[config.mk]
export PLATFORM = sky130hd
export DESIGN_NAME = led_breathe
export DESIGN_NICKNAME = d
export VERILOG_FILES = /design/src/rtl/led_breathe.sv
export SDC_FILE = /design/constraint.sdc
export NUM_CORES = 1
export LEC_CHECK = 0
export BUFFER_PORTS_ARGS = -buffer_cell sky130_fd_sc_hd__buf_4
export CAP_MARGIN = 20
export CORE_UTILIZATION = 25
export CTS_CLUSTER_SIZE = 40
export DETAILED_ROUTE_END_ITERATION = 8
export PLACE_DENSITY_LB_ADDON = 0.2
export SLEW_MARGIN = 20
export SYNTH_ARGS = -nofsm -noshare
export SYNTH_HDL_FRONTEND = slang
export SYNTH_SLANG_ARGS = --single-unit
[constraint.sdc]
create_clock -name clk -period 2.1 [get_ports clk]
set_input_delay 0.105 -clock clk [delete_from_list [all_inputs] [get_ports clk]]
set_output_delay 0.105 -clock clk [all_outputs]
set_load 0.02 [all_outputs]
[src/rtl/led_breathe.sv]
// LED breathing envelope: a triangle brightness ramp with dwell at both extremes, driving a registered PWM LED.
// Optional macro LED_BREATHE_GAMMA_EN squares the compare value for perceptually even dimming.
module led_breathe #(
    parameter int PWM_W      = 8,
    parameter int STEP       = 4,
    parameter int HOLD_TICKS = 16
) (
    input  logic             clk,
    input  logic             rst,
    input  logic             tick,
    input  logic             en,
    output logic             WF_LED,
    output logic [PWM_W-1:0] level,
    output logic [1:0]       state
);

    localparam int HW = (HOLD_TICKS > 1) ? $clog2(HOLD_TICKS) : 1;

    localparam logic [1:0] ST_UP      = 2'd0;
    localparam logic [1:0] ST_HOLD_HI = 2'd1;
    localparam logic [1:0] ST_DOWN    = 2'd2;
    localparam logic [1:0] ST_HOLD_LO = 2'd3;

    localparam logic [PWM_W-1:0] MAX       = {PWM_W{1'b1}};
    localparam logic [PWM_W-1:0] STEP_V    = PWM_W'(STEP);
    localparam logic [HW-1:0]    HOLD_LAST = HW'(HOLD_TICKS - 1);

    logic [PWM_W-1:0] pwm_cnt;
    logic [PWM_W-1:0] cmp;
    logic [HW-1:0]    hold_cnt;
    logic [PWM_W:0]   up_sum;
    logic             advance;

    assign advance = tick & en;
    // One extra bit so the ramp top is detected without wrapping back to a dim level.
    assign up_sum  = {1'b0, level} + {1'b0, STEP_V};

`ifdef LED_BREATHE_GAMMA_EN
    logic [2*PWM_W-1:0] level_sq;
    assign level_sq = level * level;
    assign cmp      = level_sq[2*PWM_W-1:PWM_W];
`else
    assign cmp = level;
`endif

    always_ff @(posedge clk) begin
        if (rst) begin
            pwm_cnt <= '0;
        end else begin
            pwm_cnt <= pwm_cnt + 1'b1;
        end
    end

    always_ff @(posedge clk) begin
        if (rst) begin
            WF_LED <= 1'b0;
        end else begin
            WF_LED <= en && (cmp > pwm_cnt);
        end
    end

    // Envelope only moves on a qualified tick; everything else freezes it in place.
    always_ff @(posedge clk) begin
        if (rst) begin
            level    <= '0;
            state    <= ST_HOLD_LO;
            hold_cnt <= '0;
        end else if (advance) begin
            case (state)
                ST_UP: begin
                    if (up_sum >= {1'b0, MAX}) begin
                        level    <= MAX;
                        state    <= ST_HOLD_HI;
                        hold_cnt <= '0;
                    end else begin
                        level <= up_sum[PWM_W-1:0];
                    end
                end
                ST_HOLD_HI: begin
                    if (hold_cnt == HOLD_LAST) begin
                        state    <= ST_DOWN;
                        hold_cnt <= '0;
                    end else begin
                        hold_cnt <= hold_cnt + 1'b1;
                    end
                end
                ST_DOWN: begin
                    if (level <= STEP_V) begin
                        level    <= '0;
                        state    <= ST_HOLD_LO;
                        hold_cnt <= '0;
                    end else begin
                        level <= level - STEP_V;
                    end
                end
                default: begin
                    if (hold_cnt == HOLD_LAST) begin
                        state    <= ST_UP;
                        hold_cnt <= '0;
                    end else begin
                        hold_cnt <= hold_cnt + 1'b1;
                    end
                end
            endcase
        end
    end

endmodule

Yosys cells after proc, flatten, opt, wreduce, memory -nomap -nowiden:

Index checks and enable logic that the tools add are counted.

* word-level logic and storage cells: 38
* input port bits: 4
* register bits after elaboration: 23
* output and inout bits: 11

* add/sub/neg operators: 4
* bitwise operators: 1
* muxes and demuxes: 12
* reduce and logical (&&, ||, !) cells: 7
* magnitude comparators: 3
* eq/ne operators: 6

Operators by type and width (count)
* $mux 8: 2
* $pmux 8 s2: 1
* $mux 4: 3
* $add 8x3->9 const B: 1
* $ge 9x8->1 const B: 1
* $add 8x1->8 const B: 1
* $gt 8x8->1: 1
* $le 8x3->1 const B: 1
* $mux 2: 4
* $pmux 4 s2: 1
* $sub 8x3->8 const B: 1
* $ne 2x2->1 const B: 3
* $pmux 2 s3: 1
* $reduce_and 5->1: 1
* $add 4x1->4 const B: 1
* $eq 4x4->1 const B: 1
* $reduce_and 3->1: 1
* $reduce_bool 3->1: 1
* $eq 2x1->1 const B: 1
* $eq 2x2->1 const B: 1
* $logic_not 2->1: 1
* $reduce_and 2->1: 1
* $reduce_bool 2->1: 1
* $and 1x1->1: 1
* $logic_and 1x1->1: 1

Depth between registers and ports, before layout:

Gate-level depths: netlist of run 1.

* word-level depth: 4
* mapped depth: 8
* depth with buffers taken out: 7

Least setup slack after synthesis of run 1:

No wires, ideal clock.

* path type: reg2reg
* start: register level[2]
* end: register state[0]
* path buffers: 0
* data arrival time: 1785 ps
* required time: 2028 ps
* setup time: 72 ps
* slack: 243 ps
* stages on the path, launching flop included: 7
* period minus slack after synthesis: 1857 ps
* cells stage by stage: dfxtp_1 -> inv_1 -> ha_1 -> a21o_1 -> a31oi_2 -> a211oi_2 -> mux2i_1

* word-level cells in the longest chain between the ends: 4
* elaborated cells between the ends (all ways): 6
* classes of those cells: add/sub: 1; order compare: 2; eq/ne: 2; reduce/logical: 1

Ends and longest elaborated chain
* start, declared: line 13 `output logic [PWM_W-1:0] level,`
* start signal, assigned: line 76 `level <= up_sum[PWM_W-1:0];`
* start signal, assigned: line 93 `level <= level - STEP_V;`
* $add 8x3->9: line 36 `assign up_sum = {1'b0, level} + {1'b0, STEP_V};`
* $ge 9x8->1: line 71 `if (up_sum >= {1'b0, MAX}) begin`
* $ne 2x2->1 (no line)
* $reduce_and 5->1 (no line) *
* end signal, assigned: line 66 `state <= ST_HOLD_LO;`
* end signal, assigned: line 73 `state <= ST_HOLD_HI;`
* end signal, assigned: line 81 `state <= ST_DOWN;`
* end, declared: line 14 `output logic [1:0] state`

Mark *: on every way between the ends. The rest lies on a longest branch, timed or not.
A chain may end at the register's enable or synchronous reset.

Final worst setup path of run 1:

* start: register level[2]
* end: register hold_cnt[1]

* word-level cells in the longest chain between the ends: 4
* elaborated cells between the ends (all ways): 6
* classes of those cells: add/sub: 1; order compare: 2; eq/ne: 2; reduce/logical: 1

Ends and longest elaborated chain
* $add 8x3->9: line 36
* $ge 9x8->1: line 71
* $ne 2x2->1 (no line)
* $reduce_and 3->1 (no line) *
* end signal, assigned: line 84 `hold_cnt <= hold_cnt + 1'b1;`
* end signal, assigned: line 101 `hold_cnt <= hold_cnt + 1'b1;`
* end, declared: line 30 `logic [HW-1:0] hold_cnt;`

Marked as above.

==> metrics.md, run 1 <==
| Metric | Value |
|---|---|
| Status | `complete, no violations` |
| RSZ-0062 raised after global routing | `false` |
| Worst reg2reg path startpoint | `level[2]` |
| DP Cell Count | `between 200 and 300` |
| Synthesized instance count | `179` |
| Post-synthesis mux area share | `1.32%` |
| Worst slew pin tran | `0.463 ns` |
| Required time of the critical path | `2.27 ns` |
| Yosys top cell area share | `29.1%` |
| Hold Crit Start | `en` |
| Crit path max-delay cell type | `dfxtp_1` |
| CTS Root Cell | `clkbuf_8` |
| Main combinational cell family by area after synthesis | `compound AO/OA/AOI/OAI gates` |
| Minimum clock period | `1.92 ns` |
| Hold path cells | `3` |
| Initial Util | `26.6%` |
| Leakage | `0.730 nW` |
| Max-slew violations | `0` |
| # DRC | `0` |
| DRT iter0 DRCs | `88` |
| Synth Area in Simple Gates | `between 10% and 20%` |
| Synth cell types | `47` |
| Post-Syn Nets | `200` |
| Core outline area | `5680 um2` |
| Final setup skew | `0.00278 ns` |
| Cell Area, Synth | `1510 um2` |
| Clk buf depth | `2` |
| Clock sink count | `22` |
| Endpoints failing hold | `0` |
| CP max FO | `9` |
| Worst path max stage delay | `about 0.5 ns` |
| Largest net degree at the start of global routing | `21` |
| Port buffer count | `14` |
| Num rows | `27` |
| Highest Clock Rate | `521 MHz` |
| Setup TNS | `0 ns` |
| Synth top cells by count | `22 x dfxtp_1, 18 x inv_1, 17 x ha_1, 14 x nor2_1, 12 x nand2_1` |
| Drt wl/cell | `between 10 and 15 um` |
| Hold_buf cts | `0` |
| Via/cell ratio | `~4.8` |
| Final Cycle Share | `91.3%` |
| Die width | `roughly 80 um` |
| Post_cts resized | `0` |
| Critical path type | `reg2reg` |
| XOR/XNOR Fraction of Synth Area | `~6.3%` |
| Seq cells post-synth | `22` |
| # IOs | `15` |
| Synth Area in Adders | `14.1%` |
| DP Wirelength | `approximately 2600 um` |
| CP Cell Sequence | `inv_1, ha_1, a21o_1, a31oi_2, a21oi_2, o32ai_1` |
| Initial antenna violation count | `0` |
| Antenna diodes | `0` |
| Maximum VDD drop | `0.223 mV` |
| Setup crit end kind | `flip-flop` |
| Antenna viol nets, final | `0` |
| Syn Area/Cell | `~8.4 um2` |
| P per Cell Area | `494 nW/um2` |
| Ys Warns | `0` |
| # H-tree levels | `1` |
| Worst relative slew slack | `just under 70%` |
| Number of global-route vias before repair | `1164` |
| Ys flop type | `dfxtp_1` |
| Non-Filler Instances | `269` |
| Fraction of registers with async set or reset after synthesis | `0%` |
| CP startpoint kind | `flip-flop` |
| Area growth, synth to finish | `18.5%` |
| Setup Fix Bufs, Post-CTS | `0` |
| Total grt overflow | `0` |
| Synth area leaders | `dfxtp_1 29%, ha_1 14%, xnor2_1 5.2%, inv_1 4.5%, nand3_1 3.6%` |
| Final nets | `219` |
| Worst-Skew Late Latency | `0.26 ns` |
| Worst Path Arrival | `roughly 2.1 ns` |
| CTS tree | `done` |
| Die Footprint | `6360 um2` |
| R2r worst-path depth | `6` |
| Share of cells above drive strength 1 | `19.3%` |
| Setup-failing EPs final | `0` |
| FF-to-FF setup slack | `0.18 ns` |
| Final WL | `3400 um` |
| Most common cell in the netlist | `dfxtp_1` |
| Area fraction in compound gates after synthesis | `22.3%` |
| Min-delay worst type | `in2reg` |
| Die height | `79.8 um` |
| Detailed-route via count | `1282` |
| Worst Hold Endpoint | `WF_LED` |
| Number of synthesized flops with an enable pin | `0` |
| Drt first pass iters | `4` |
| Overall routing resource usage | `11.4%` |
| Max Cap Violations | `0` |
| Sequential fraction of the synthesis area | `29.1%` |
| Routability cong. | `0.749` |
| Area leader, netlist | `dfxtp_1` |
| CTS clk-pin slew, worst paths | `approximately 0.08 ns` |
| Global-route wire length before repair | `5660 um` |
| Worst R2R End | `hold_cnt[1]` |
| CTS buffer count | `3` |
through the flow:
stage / hold slack (ns) / setup WS, ns / util (%) / total power (W) / area [um2]
after floorplan: 0.260 / 0.243 / - / 0.000479 / 1510
after detailed placement: 0.425 / 0.202 / 30.3 / 0.000498 / 1720
after global placement: 0.423 / 0.242 / 30.3 / 0.000498 / 1720
after CTS: 0.133 / 0.189 / 31.6 / 0.000902 / 1790
after global routing: 0.170 / 0.0490 / 31.6 / 0.000934 / 1790
final: 0.145 / 0.182 / 31.6 / 0.000884 / 1790
sequential cells by signal, summed over array words and instances, names as in the netlist:
name and cells:
WF_LED 1, level 7, state 2, hold_cnt 4, pwm_cnt 8
final cells by class:
class | count | area (um2)
clock inverters | 1 | 30.0
flip-flops and latches | 22 | 440
repair buffers | 21 | 158
well taps | 72 | 90.1
clock buffers | 3 | 41.3
multi-input cells | 132 | 965
fillers | 623 | 3880
inverters | 18 | 67.6
cells by family after synthesis:
kind of cell             Yosys count
flip-flops                        22
adder cells (fa/ha/maj)           17
AND/OR/NAND/NOR                   56
buffers and inverters             25
AO/OA/AOI/OAI                     47
XOR/XNOR                          10
multiplexers                       2
critical path, delay by kind of cell (launching register included):
family	cells	cell delay (ns)
AOI/OAI and AO/OA	4	0.85
adders and majority gates	1	0.34
buffers and inverters	1	0.13
DFF	1	0.50
routing by layer:
layer	vias up	GRT usage (%)	routed length [um]
li1	669	-	-
met1	590	16.2	1740
met2	21	17.7	1530
met3	2	2.40	109
met4	0	2.14	15
met5	-	0	0
placed cells by master, fill, tap and decap left out, drive strengths merged, types with 7 or more instances in the layout:
cell type,count
dfxtp,22
buf,21
inv,18
ha,17
nor2,15
nand2,12
nand3,12
o21ai,11
xnor2,10
a21oi,8
a31oi,7
how the worst max path moves through the flow:
stage,cells past startpoint,from,to
finish,6,level[2],hold_cnt[1]
global route,6,level[2],hold_cnt[2]
CTS,6,level[2],hold_cnt[1]
detailed placement,6,level[2],hold_cnt[1]
global placement,6,level[2],state[1]
floorplan,6,level[2],state[0]
power breakdown:
group / internal, W / total [W] / switching (W) / leakage, nW
logic: 0.0000237 / 0.0000553 / 0.0000316 / 0.516
clock network: 0.000255 / 0.000396 / 0.000142 / 0.0357
registers: 0.000425 / 0.000433 / 0.00000740 / 0.178
Power figures use the tool's default switching activity.
==> run 2, diff against run 1 <==
- BUFFER_PORTS_ARGS: -buffer_cell sky130_fd_sc_hd__buf_4 -> default
- DONT_BUFFER_PORTS: default -> 1
- MAX_ROUTING_LAYER: default -> met4
- REMOVE_ABC_BUFFERS: default -> 1
==> metrics.md, run 2 (synthesized netlist as in run 1, its figures left out) <==
| Metric | Value |
|---|---|
| Max-slew violations | `0 (unchanged)` |
| Crit path max-delay cell type | `dfxtp_1 (unchanged)` |
| Core outline area | `5680 um2 (unchanged)` |
| Number of global-route vias before repair | `1253 (was 1164)` |
| Final setup skew | `0.00545 ns (was 0.00278 ns)` |
| CP Cell Sequence | `inv_1, ha_1, a21o_1, a31oi_2, a21oi_2, o32ai_1 (unchanged)` |
| RSZ-0062 raised after global routing | `false (unchanged)` |
| Num rows | `27 (unchanged)` |
| Post_cts resized | `0 (unchanged)` |
| Die Footprint | `6360 um2 (unchanged)` |
| Worst path max stage delay | `0.39 ns (was 0.50 ns)` |
| Required time of the critical path | `2.27 ns (about the same)` |
| Critical path type | `reg2reg (unchanged)` |
| Final nets | `216 (was 219)` |
| CP max FO | `4 (was 9)` |
| Largest regs | `pwm_cnt: 8 flops, level: 7 flops, hold_cnt: 4 flops (unchanged)` |
| Total grt overflow | `0 (unchanged)` |
| CTS Root Cell | `clkbuf_8 (unchanged)` |
| Highest Clock Rate | `567 MHz (was 521 MHz)` |
| Antenna viol nets, final | `0 (unchanged)` |
| Area growth, synth to finish | `15.4% (was 18.5%)` |
| Overall routing resource usage | `12.3% (was 11.4%)` |
| Setup-failing EPs final | `0 (unchanged)` |
| Detailed-route via count | `1265 (was 1282)` |
| Max Cap Violations | `0 (unchanged)` |
| Setup TNS | `0 ns (unchanged)` |
| Worst slew pin tran | `0.658 ns (was 0.463 ns)` |
| Non-Filler Instances | `265 (was 269)` |
| Top reg by flops | `pwm_cnt (unchanged)` |
| DP Cell Count | `260 (was 265)` |
| CTS buffer count | `3 (unchanged)` |
| Final Cycle Share | `84.0% (was 91.3%)` |
| Worst Path Arrival | `1.94 ns (was 2.09 ns)` |
| DRT iter0 DRCs | `37 (was 88)` |
| Initial Util | `26.6% (unchanged)` |
| Initial antenna violation count | `0 (unchanged)` |
| Antenna diodes | `0 (unchanged)` |
| CP startpoint kind | `flip-flop (unchanged)` |
| Die width | `79.8 um (unchanged)` |
| Commonest cells after routing, fill and taps aside | `22 x dfxtp_1, 18 x inv_1, 17 x ha_1 (was 22 x dfxtp_1, 21 x buf_4, 18 x inv_1)` |
| Clk buf depth | `2 (unchanged)` |
| Commonest non-fill, non-tap cell in the layout | `dfxtp_1 (unchanged)` |
| Drt first pass iters | `4 (unchanged)` |
| Routability cong. | `0.795 (was 0.749)` |
| Die height | `79.8 um (unchanged)` |
| Setup crit end kind | `flip-flop (unchanged)` |
| Min-delay worst type | `in2reg (unchanged)` |
| CTS clk-pin slew, worst paths | `0.08 ns (about the same)` |
| Minimum clock period | `1.76 ns (was 1.92 ns)` |
| Worst-Skew Late Latency | `0.26 ns (about the same)` |
| Global-route wire length before repair | `5920 um (was 5660 um)` |
| Via/cell ratio | `4.77 (about the same)` |
| Largest register FFs | `8 (unchanged)` |
| CTS tree | `done (unchanged)` |
| Largest net degree at the start of global routing | `15 (was 21)` |
| Final WL | `3540 um (was 3400 um)` |
| # IOs | `15 (unchanged)` |
| Port buffer count | `0 (was 14)` |
| Worst relative slew slack | `56.0% (was 69.1%)` |
| Maximum VDD drop | `0.275 mV (was 0.223 mV)` |
| Fillers | `626 (was 623)` |
| DP Wirelength | `2680 um (was 2580 um)` |
| Endpoints failing hold | `0 (unchanged)` |
| Final core utilization | `30.7% (was 31.6%)` |
| # DRC | `0 (unchanged)` |
| Leakage | `0.699 nW (was 0.730 nW)` |
| P per Cell Area | `430 nW/um2 (was 494 nW/um2)` |
| Clock sink count | `22 (unchanged)` |
| Status | `complete, no violations (unchanged)` |
| Share of cells above drive strength 1 | `16.6% (was 19.3%)` |
| # H-tree levels | `1 (unchanged)` |
| Drt wl/cell | `13.3 um (was 12.6 um)` |
-- run 2: cell types whose count changed in the layout (fill, tap and decap cells not counted) --
cell,before,now
buf_4,21,16
bufinv_16,1,0
dlygate4sd3_1,0,2
-- run 2: final cells by class --
type | instances | area (um2) | area share, %
clock buffers | 3 | 41.3 | 2.37
inverters | 18 | 67.6 | 3.87
multi-input cells | 132 | 965 | 55.3
flip-flops and latches | 22 | 440 | 25.3
well taps | 72 | 90.1 | 5.17
repair buffers | 18 | 140 | 8.03
-- run 2: timing repair --
action / in CTS / in global routing
hold buffers: 2 / 0
hold endpoints to repair: 15 / 0
buffers inserted: 0 / 0
setup endpoints to repair: 0 / 0
-- run 2: power breakdown --
part           internal [W]  switching, W  total (W)  leakage [nW]
Sequential         0.000425    0.00000861   0.000434         0.178
Combinational     0.0000214     0.0000281  0.0000494         0.500
Clock              0.000128      0.000139   0.000267        0.0216
Total              0.000575      0.000176   0.000750         0.699
-- run 2: through the flow --
stage / worst slack (ns) / instance area (um2) / total power, W / hold WS, ns
2_1_floorplan: 0.135 / 1470 / 0.000475 / 0.172
3_3_place_gp: 0.358 / 1680 / 0.000485 / 0.175
3_5_place_dp: 0.327 / 1680 / 0.000485 / 0.178
4_1_cts: 0.304 / 1740 / 0.000762 / 0.00102
5_1_grt: 0.192 / 1740 / 0.000785 / 0.00625
6_report: 0.335 / 1740 / 0.000750 / 0.00300
-- run 2: worst max-delay path: cells and delay by family (launching register included) --
| family | cells | cell delay [ns] |
|---|---|---|
| buffers and inverters | 1 | 0.09 |
| adder cells (fa/ha/maj) | 1 | 0.33 |
| AO/OA/AOI/OAI | 4 | 0.86 |
| flip-flops | 1 | 0.39 |
-- run 2: final timing paths --
check	from	end	slack, ns	depth (start not counted)
setup / recovery	level[2]	hold_cnt[3]	0.34	6
hold / removal	rst	state[1]	0.003	2
setup reg to reg	level[2]	hold_cnt[3]	0.34	6
hold reg to reg	pwm_cnt[0]	pwm_cnt[0]	0.48	1
-- run 2: layer usage --
metal	wire, um	global-route usage (%)
met5	0	-
met4	42	3.75
met3	103	1.94
met2	1630	20.5
met1	1770	15.3
